## config.mk

```make
export PLATFORM = sky130hd
export DESIGN_NAME = vga_write_arbiter
export DESIGN_NICKNAME = d
export VERILOG_FILES = /design/src/rtl/vga_write_arbiter.sv
export SDC_FILE = /design/constraint.sdc
export NUM_CORES = 1
export LEC_CHECK = 0
export ABC_AREA = 1
export BUFFER_PORTS_ARGS = -buffer_cell sky130_fd_sc_hd__buf_2
export CAP_MARGIN = 20
export CORE_MARGIN = 2
export CORE_UTILIZATION = 49
export CTS_CLUSTER_DIAMETER = 50
export DETAILED_ROUTE_END_ITERATION = 6
export PLACE_DENSITY = 0.9
export SLEW_MARGIN = 20
export SYNTH_ARGS = -nofsm -noshare
export SYNTH_HDL_FRONTEND = slang
export SYNTH_SLANG_ARGS = --single-unit
```

## constraint.sdc

```tcl
create_clock -name Clock -period 3.15 [get_ports Clock]
set_clock_uncertainty 0.1 [all_clocks]
set_input_delay 0.4725 -clock Clock [delete_from_list [all_inputs] [get_ports Clock]]
set_output_delay 0.4725 -clock Clock [all_outputs]
set_load 0.01 [all_outputs]
```

## src/rtl/vga_write_arbiter.sv

```systemverilog
// Shares one registered VGA pixel-write port among NUM_REQ drawing engines: PRIO_REQ always wins, the rest rotate.
// req -> grant in 1 cycle, granted write -> VGA_write 1 cycle later; bursts are capped at MAX_BURST, ungranted writes are dropped and counted.
module vga_write_arbiter #(
   parameter int          NUM_REQ     = 4,
   parameter int          nX          = 10,
   parameter int          nY          = 9,
   parameter int          COLOR_DEPTH = 9,
   parameter int          PRIO_REQ    = 0,
   parameter logic [15:0] MAX_BURST   = 16'd3600
) (
   input  logic                           Clock,
   input  logic                           Resetn,
   input  logic [NUM_REQ-1:0]             req,
   input  logic [NUM_REQ*nX-1:0]          req_x,
   input  logic [NUM_REQ*nY-1:0]          req_y,
   input  logic [NUM_REQ*COLOR_DEPTH-1:0] req_color,
   input  logic [NUM_REQ-1:0]             req_write,
   output logic [NUM_REQ-1:0]             grant,
   output logic [nX-1:0]                  VGA_x,
   output logic [nY-1:0]                  VGA_y,
   output logic [COLOR_DEPTH-1:0]         VGA_color,
   output logic                           VGA_write,
   output logic                           busy,
   output logic [15:0]                    drop_count
);
   localparam int IW = (NUM_REQ > 1) ? $clog2(NUM_REQ) : 1;

   typedef enum logic [1:0] {S_IDLE, S_GRANT, S_GAP} state_t;

   state_t                   state_q, state_d;
   logic [NUM_REQ-1:0]       grant_q, grant_d;
   logic [IW-1:0]            last_id_q, last_id_d;
   logic [15:0]              burst_cnt_q, burst_cnt_d;
   logic [15:0]              drop_cnt_q, drop_cnt_d;
   logic                     cut_vld_q, cut_vld_d;
   logic [IW-1:0]            cut_id_q, cut_id_d;
   logic [nX-1:0]            vga_x_q, vga_x_d;
   logic [nY-1:0]            vga_y_q, vga_y_d;
   logic [COLOR_DEPTH-1:0]   vga_color_q, vga_color_d;
   logic                     vga_write_q, vga_write_d;

   logic [nX-1:0]            sel_x;
   logic [nY-1:0]            sel_y;
   logic [COLOR_DEPTH-1:0]   sel_color;
   logic                     sel_req, sel_write;

   logic [NUM_REQ-1:0]       cut_mask, others, elig;
   logic [IW-1:0]            rr_idx, rr_id, win_id;
   logic                     rr_found;

   // last_id_q doubles as the id of the current owner while in S_GRANT
   always_comb begin
      sel_x     = '0;
      sel_y     = '0;
      sel_color = '0;
      sel_req   = 1'b0;
      sel_write = 1'b0;
      for (int i = 0; i < NUM_REQ; i++) begin
         if (IW'(i) == last_id_q) begin
            sel_x     = req_x[i*nX +: nX];
            sel_y     = req_y[i*nY +: nY];
            sel_color = req_color[i*COLOR_DEPTH +: COLOR_DEPTH];
            sel_req   = req[i];
            sel_write = req_write[i];
         end
      end
   end

   // A timed-out engine only loses its turn when somebody else is actually waiting
   always_comb begin
      cut_mask = cut_vld_q ? (NUM_REQ'(1) << cut_id_q) : '0;
      others   = req & ~cut_mask;
      elig     = (others != '0) ? others : req;
      rr_idx   = '0;
      rr_id    = '0;
      rr_found = 1'b0;
      for (int k = 1; k <= NUM_REQ; k++) begin
         rr_idx = IW'((int'(last_id_q) + k) % NUM_REQ);
         if (!rr_found && elig[rr_idx]) begin
            rr_found = 1'b1;
            rr_id    = rr_idx;
         end
      end
      win_id = elig[PRIO_REQ] ? IW'(PRIO_REQ) : rr_id;
   end

   always_comb begin
      state_d     = state_q;
      grant_d     = grant_q;
      last_id_d   = last_id_q;
      burst_cnt_d = burst_cnt_q;
      cut_vld_d   = cut_vld_q;
      cut_id_d    = cut_id_q;
      vga_x_d     = vga_x_q;
      vga_y_d     = vga_y_q;
      vga_color_d = vga_color_q;
      vga_write_d = 1'b0;
      drop_cnt_d  = drop_cnt_q;

      if (((req_write & ~grant_q) != '0) && (drop_cnt_q != 16'hFFFF))
         drop_cnt_d = drop_cnt_q + 16'd1;

      unique case (state_q)
         S_IDLE: begin
            if (req != '0) begin
               grant_d     = NUM_REQ'(1) << win_id;
               last_id_d   = win_id;
               burst_cnt_d = '0;
               cut_vld_d   = 1'b0;
               state_d     = S_GRANT;
            end
         end
         S_GRANT: begin
            if (!sel_req) begin
               grant_d = '0;
               state_d = S_GAP;
            end else begin
               vga_x_d     = sel_x;
               vga_y_d     = sel_y;
               vga_color_d = sel_color;
               vga_write_d = sel_write;
               if (sel_write) begin
                  burst_cnt_d = burst_cnt_q + 16'd1;
                  if (burst_cnt_q + 16'd1 == MAX_BURST) begin
                     grant_d   = '0;
                     state_d   = S_GAP;
                     cut_vld_d = 1'b1;
                     cut_id_d  = last_id_q;
                  end
               end
            end
         end
         S_GAP:   state_d = S_IDLE;
         default: state_d = S_IDLE;
      endcase
   end

   always_ff @(posedge Clock) begin
      if (!Resetn) begin
         state_q     <= S_IDLE;
         grant_q     <= '0;
         last_id_q   <= IW'(NUM_REQ - 1);
         burst_cnt_q <= '0;
         drop_cnt_q  <= '0;
         cut_vld_q   <= 1'b0;
         cut_id_q    <= '0;
         vga_x_q     <= '0;
         vga_y_q     <= '0;
         vga_color_q <= '0;
         vga_write_q <= 1'b0;
      end else begin
         state_q     <= state_d;
         grant_q     <= grant_d;
         last_id_q   <= last_id_d;
         burst_cnt_q <= burst_cnt_d;
         drop_cnt_q  <= drop_cnt_d;
         cut_vld_q   <= cut_vld_d;
         cut_id_q    <= cut_id_d;
         vga_x_q     <= vga_x_d;
         vga_y_q     <= vga_y_d;
         vga_color_q <= vga_color_d;
         vga_write_q <= vga_write_d;
      end
   end

   assign grant      = grant_q;
   assign VGA_x      = vga_x_q;
   assign VGA_y      = vga_y_q;
   assign VGA_color  = vga_color_q;
   assign VGA_write  = vga_write_q;
   assign busy       = (state_q == S_GRANT);
   assign drop_count = drop_cnt_q;

endmodule

```

==> Word level (Yosys, flattened, before mapping) <==
Cells that the tools add are included.
{ "totals": {"input_bits": 122, "ff_bits": 72, "elab_cells": 117, "output_inout_bits": 50} }
{ "op_classes": {"mux": 57, "n_reduce_logical": 21, "bitwise": 4, "order_cmp": 4, "add_sub_neg": 6, "n_shift": 2, "n_eq_ne": 12} }
{ "ops": {"columns": ["cell", "n"], "rows": [
  ["two-way mux 9 bit", 8],
  ["two-way mux 16 bit", 3],
  ["two-way mux 10 bit", 4],
  ["adder 16 x 1 -> 16 bit, second input constant", 2],
  ["case mux 16 bit (2 select lines)", 1],
  ["two-way mux 4 bit", 6],
  ["two-way mux 1 bit", 19],
  ["two-way mux 2 bit", 9],
  ["equality test 16 x 12 -> 1 bit, second input constant", 1],
  ["!= test 16 bit, second input constant", 1],
  ["less-than comparator 2 x 3 -> 1 bit, second input constant", 4],
  ["AND reduction 4 bit", 3],
  ["nonzero test 4 bit", 3],
  ["bitwise AND 4 bit", 2],
  ["binary-select mux 1 bit (select 2 bit)", 4],
  ["inverter 4 bit", 2],
  ["case mux 4 bit (2 select lines)", 1],
  ["<< shifter 1 x 2 -> 4 bit, first input constant", 2],
  ["!= test 2 x 1 -> 1 bit, second input constant", 3],
  ["!= test 3 x 2 -> 1 bit, second input constant", 2],
  ["AND reduction 3 bit", 2],
  ["AND reduction 5 bit", 1],
  ["adder 2 x 1 -> 2 bit, second input constant", 2],
  ["adder 2 bit, second input constant", 2],
  ["other kinds (11)", 19]
]} }

==> Logic depth before layout (Yosys ltp) <==
{ "logic_depth": {"word_depth": 22, "ltp_mapped": 19, "ltp_nobuf": 19} }

==> Worst setup path before layout <==
No wires, ideal clock.
{ "synth_path": {"kind": "flip-flop to flip-flop", "startpoint": "register last_id_q[0]", "endpoint": "register burst_cnt_q[4]", "slack_ns": 0.884, "period_less_slack_ns": 2.266, "arrival_ns": 2.041, "path_buffers": 2, "required_ns": 2.925, "stages_incl_launch_ff": 17, "setup_ns": 0.125, "path_cell_list": "dfxtp_1 clkbuf_1 inv_1 ha_1 inv_1 nor2_1 nand2_1 nand3_1 o211ai_1 nand2_1 nand2_1 or2_2 nand2_1 inv_1 buf_2 a21oi_1 a211oi_1"} }
{ "synth_via": {"elab_chain_len": 7, "elab_cells_between_ends": 15, "cone_classes": "eq/ne: 5; mux: 8; reduce/logical: 2"} }
{ "synth_rtl": {"columns": ["element", "line_no", "source"], "rows": [
  ["from (decl)", "32", "logic [IW-1:0] last_id_q, last_id_d;"],
  ["from (signal assigned)", "142", "last_id_q <= IW'(NUM_REQ - 1);"],
  ["from (signal assigned)", "154", "last_id_q <= last_id_d;"],
  ["zero test 2 bit", "59", "if (IW'(i) == last_id_q) begin"],
  ["two-way mux 1 bit (4 in a row)", "59", null],
  ["!= test 2 x 1 -> 1 bit (no line)", null, null],
  ["AND reduction 4 bit (no line) (*)", null, null],
  ["to (signal assigned)", "155", "burst_cnt_q <= burst_cnt_d;"],
  ["to (decl)", "33", "logic [15:0] burst_cnt_q, burst_cnt_d;"]
]} }
Every way passes the cells marked *; elsewhere a longest branch is shown, timed or not.
A chain may end at the register's enable or synchronous reset.

==> Worst setup path in the final report <==
{ "layout_path": {"startpoint": "register last_id_q[0]", "endpoint": "register burst_cnt_q[2]"} }
Same word-level chain as after synthesis.

==> impl_metrics.toml <==
[critical_path]
cp-start-kind = "register"
r2r_setup_slack_ns = 0.36
worst-endpoint-arrival_ns = 2.93
critPathCaptureType = "register"
reg2reg_from = "last_id_q[0]$_SDFFE_PN1P_"
rr_worst_depth = 12
maximum_fanout_encountered_on_the_critical_timing_path = 20
critical_path_class = "register to register"
critical_path_required_ns = 3.30
r2r_end = "burst_cnt_q[2]$_SDFFE_PN0P_"

[drt]
post_drt_wl_per_cell_um = 13.98
first_pass_iters = 6
initialDrtViolationCount = 244
route.antenna.remaining_nets = 0
routed-via-count = 4892
viasPerCell = 5.534
finalWirelength_um = 12360
drcViolationCount = 0

[timing]
finalMaxSlewViolations = 0
fin_crit_ns = 2.786
measured_slew_at_the_worst_slew_check_pin_ns = 0.5821
final_min_period_over_clock_period_pct = 88.45
worst_slew_margin_rel_pct = 61.19
max_freq_mhz = 358.9
setup_total_negative_slack_ns = 0
setup_viol_count_final = 0
rsz0062_at_grt = "false"
hold_violations = 0

[synthesis]
synth_cell_type_count = 43
synth_top_flop_cell = "sky130_fd_sc_hd__dfxtp_1"
synth_seq_area_share_pct = 33.78
yosysWarnings = 0
synth-edff-count = 0
avgSynthCellArea_um2 = 6.938
postSynthCellCount = 615
ys_async_sr_fraction_pct = 0
synth_fp_nets = 744
post_synth_instance_area_um2 = 4267
ys_seq_elements = 72

[final_layout]
multiInputGateArea_um2 = 2472
syn_to_final_growth_pct = 26.54
ff_latch_area_um2 = 1441
fillCellCount = 820
finish.utilization_pct = 62.83
layout_cell_share_with_drive_strength_beyond_1_pct = 29.51
stdcell_area_um2 = 5399
diodes_inserted = 0
finish.net_count = 900

[floorplan]
standard_cell_rows = 34
start_util_pct = 49.65
floorplan.die.height_um = 97.32
boundaryPins = 172
floorplan.die_area_um2 = 9470
core_area_um2 = 8593
die_w_um = 97.32

[power_and_ir_drop]
total_leakage_power_uw = 0.002522
power_density_nw_per_um2 = 562.3
irDropWorstVdd_v = 0.0003228

[clock_network]
post-cts-setup-buffers = 0
cts-root-to-sink-buffers = 2
tritoncts_clock_tree = "yes"
cts_repair_resize_count = 0
clkLatencyLatePin_ns = 0.35
cts.clk_slew.worst_paths_ns = 0.09
clock_sinks = 72
cts_htree_levels = 3
postCtsHoldBufs = 0
cts_buffers = 9
cts_root_buffer = "sky130_fd_sc_hd__clkbuf_8"

[global_routing]
grt_pass1_vias = 4519
groute.usage.overall_pct = 25.96
grt_first_pass_wirelength_um = 20620
globalRouteOverflowTotal = 0
grt_max_degree = 57
antenna_found_initial = 0

[place]
final_weighted_congestion_of_routability_driven_global_placement = 0.9369
postPlaceCellArea_um2 = 5194
port-buffer-count = 171
place_hpwl_um = 8987

[worst_hold_path]
whs_endpoint = "VGA_x[1]$_SDFFE_PN0P_"
hp-start = "req_x[31]"
hold_path_depth = 3
timing.hold.worst.class = "input pin to register"

[outcome]
status = "finished, final reports clean"

[job]
max_cap_viol_count = 0
per-stage QoR:
stage	std cells	setup slack, ns	hold slack, ns	total power [uW]
after floorplan	615	0.8836	0.3562	1912
after global placement	868	0.4909	0.3646	2246
after detailed placement	868	0.4403	0.3689	2268
after CTS	884	0.4160	0.2901	3036
after global routing	884	0.05407	0.3144	3247
final	884	0.3639	0.2963	3036
cell type report:
type,instances,area share (%)
Tap cell,108,2.503
Inverter,57,3.963
Clock buffer,10,2.549
Clock inverter,6,1.251
Multi-Input combinational cell,450,45.79
Timing Repair Buffer,181,17.24
Sequential cell,72,26.70
critical path, stage by stage (launching register included):
cell,delay (ns)
sky130_fd_sc_hd__dfxtp_1,0.42
sky130_fd_sc_hd__inv_1,0.24
sky130_fd_sc_hd__ha_1,0.57
sky130_fd_sc_hd__inv_1,0.15
sky130_fd_sc_hd__nand3_1,0.12
sky130_fd_sc_hd__o211ai_1,0.08
sky130_fd_sc_hd__nand2_1,0.07
sky130_fd_sc_hd__nand2_1,0.07
sky130_fd_sc_hd__or2_2,0.29
sky130_fd_sc_hd__nand2_1,0.08
sky130_fd_sc_hd__buf_4,0.23
sky130_fd_sc_hd__o21ai_0,0.13
sky130_fd_sc_hd__o211a_1,0.12
logic make-up (layout without fill, tap and decap cells):
family | after synthesis | count (layout) | share of synthesized area, %
compound gates | 207 | 207 | 29.09
xor+xnor | 11 | 11 | 2.258
flops | 72 | 72 | 33.78
simple gates | 225 | 225 | 24.49
buf+inv | 93 | 254 | 8.328
fa+ha+maj | 7 | 7 | 2.053
placed cells by master (no fill, tap or decap), drive strengths merged, types with 3 or more instances in the layout:
cell type,instances
nor3,11
xnor2,3
nand2,87
buf,181
a21boi,3
xor2,8
clkbuf,10
ha,7
dfxtp,72
nand4,9
o211a,6
o21ai,99
o22ai,3
inv,58
nand3,34
nor4,3
a211oi,11
a221oi,29
a21oi,49
nor2,76
worst max-delay path by stage:
stage | endpoint | cells after the start | startpoint | slack (ns)
global placement | burst_cnt_q[8]$_SDFFE_PN0P_ | 12 | last_id_q[0]$_SDFFE_PN1P_ | 0.49
global route | burst_cnt_q[5]$_SDFFE_PN0P_ | 12 | last_id_q[0]$_SDFFE_PN1P_ | 0.05
finish | burst_cnt_q[2]$_SDFFE_PN0P_ | 12 | last_id_q[0]$_SDFFE_PN1P_ | 0.36
floorplan | burst_cnt_q[4]$_SDFFE_PN0P_ | 16 | last_id_q[0]$_SDFFE_PN1P_ | 0.88
detailed placement | burst_cnt_q[8]$_SDFFE_PN0P_ | 12 | last_id_q[0]$_SDFFE_PN1P_ | 0.44
CTS | burst_cnt_q[3]$_SDFFE_PN0P_ | 12 | last_id_q[0]$_SDFFE_PN1P_ | 0.42
power breakdown:
group | internal [uW] | leakage [uW] | switching (uW)
Combinational | 437 | 0.00184 | 722
Sequential | 1020 | 0.000587 | 83.7
Clock | 390 | 0.0000989 | 382
Yosys cell counts, types with 2 or more instances:
master                     instances  share of area (%)
sky130_fd_sc_hd__o21bai_1          2               0.35
sky130_fd_sc_hd__a211oi_1         11                1.9
sky130_fd_sc_hd__buf_1             4               0.35
sky130_fd_sc_hd__o22ai_1           3               0.44
sky130_fd_sc_hd__inv_1            56                4.9
sky130_fd_sc_hd__clkbuf_1         27                2.4
sky130_fd_sc_hd__ha_1              7                2.1
sky130_fd_sc_hd__xor2_1            8                1.6
sky130_fd_sc_hd__nand3_2           2               0.47
sky130_fd_sc_hd__o211ai_1          2               0.35
sky130_fd_sc_hd__nand3_1          32                3.8
sky130_fd_sc_hd__buf_2             4               0.47
sky130_fd_sc_hd__dfxtp_1          72                 34
sky130_fd_sc_hd__a21oi_1          48                5.6
sky130_fd_sc_hd__nor4_1            3               0.44
sky130_fd_sc_hd__nor2_2            3               0.44
sky130_fd_sc_hd__a21boi_2          2               0.53
sky130_fd_sc_hd__nand2_1          71                6.2
sky130_fd_sc_hd__nor3_1            9                1.1
sky130_fd_sc_hd__or2_2             2               0.29
sky130_fd_sc_hd__o211a_1           6                1.4
sky130_fd_sc_hd__nand2_2          14                2.1
sky130_fd_sc_hd__nor2_1           72                6.3
sky130_fd_sc_hd__a221oi_1         29                6.0
sky130_fd_sc_hd__nand4_1           8                1.2
sky130_fd_sc_hd__xnor2_1           3               0.62
sky130_fd_sc_hd__nand2_4           2               0.53
sky130_fd_sc_hd__o21ai_0          98                 11
metal layers:
layer | vias to the layer above | track usage (%) | share of wire [%]
li1 | 2449 | - | -
met1 | 2215 | 32.37 | 42
met4 | 0 | 9.509 | 2.5
met2 | 202 | 44.82 | 48
met5 | - | 0 | 0
met3 | 26 | 4.820 | 6.9
sequential cells by signal (all words and copies together) (netlist names), 2 cells and up:
signal / flops
state_q: 2
cut_id_q: 2
VGA_color: 9
burst_cnt_q: 16
last_id_q: 2
VGA_x: 10
drop_count: 16
VGA_y: 9
grant: 4
Power figures use the tool's default switching activity.
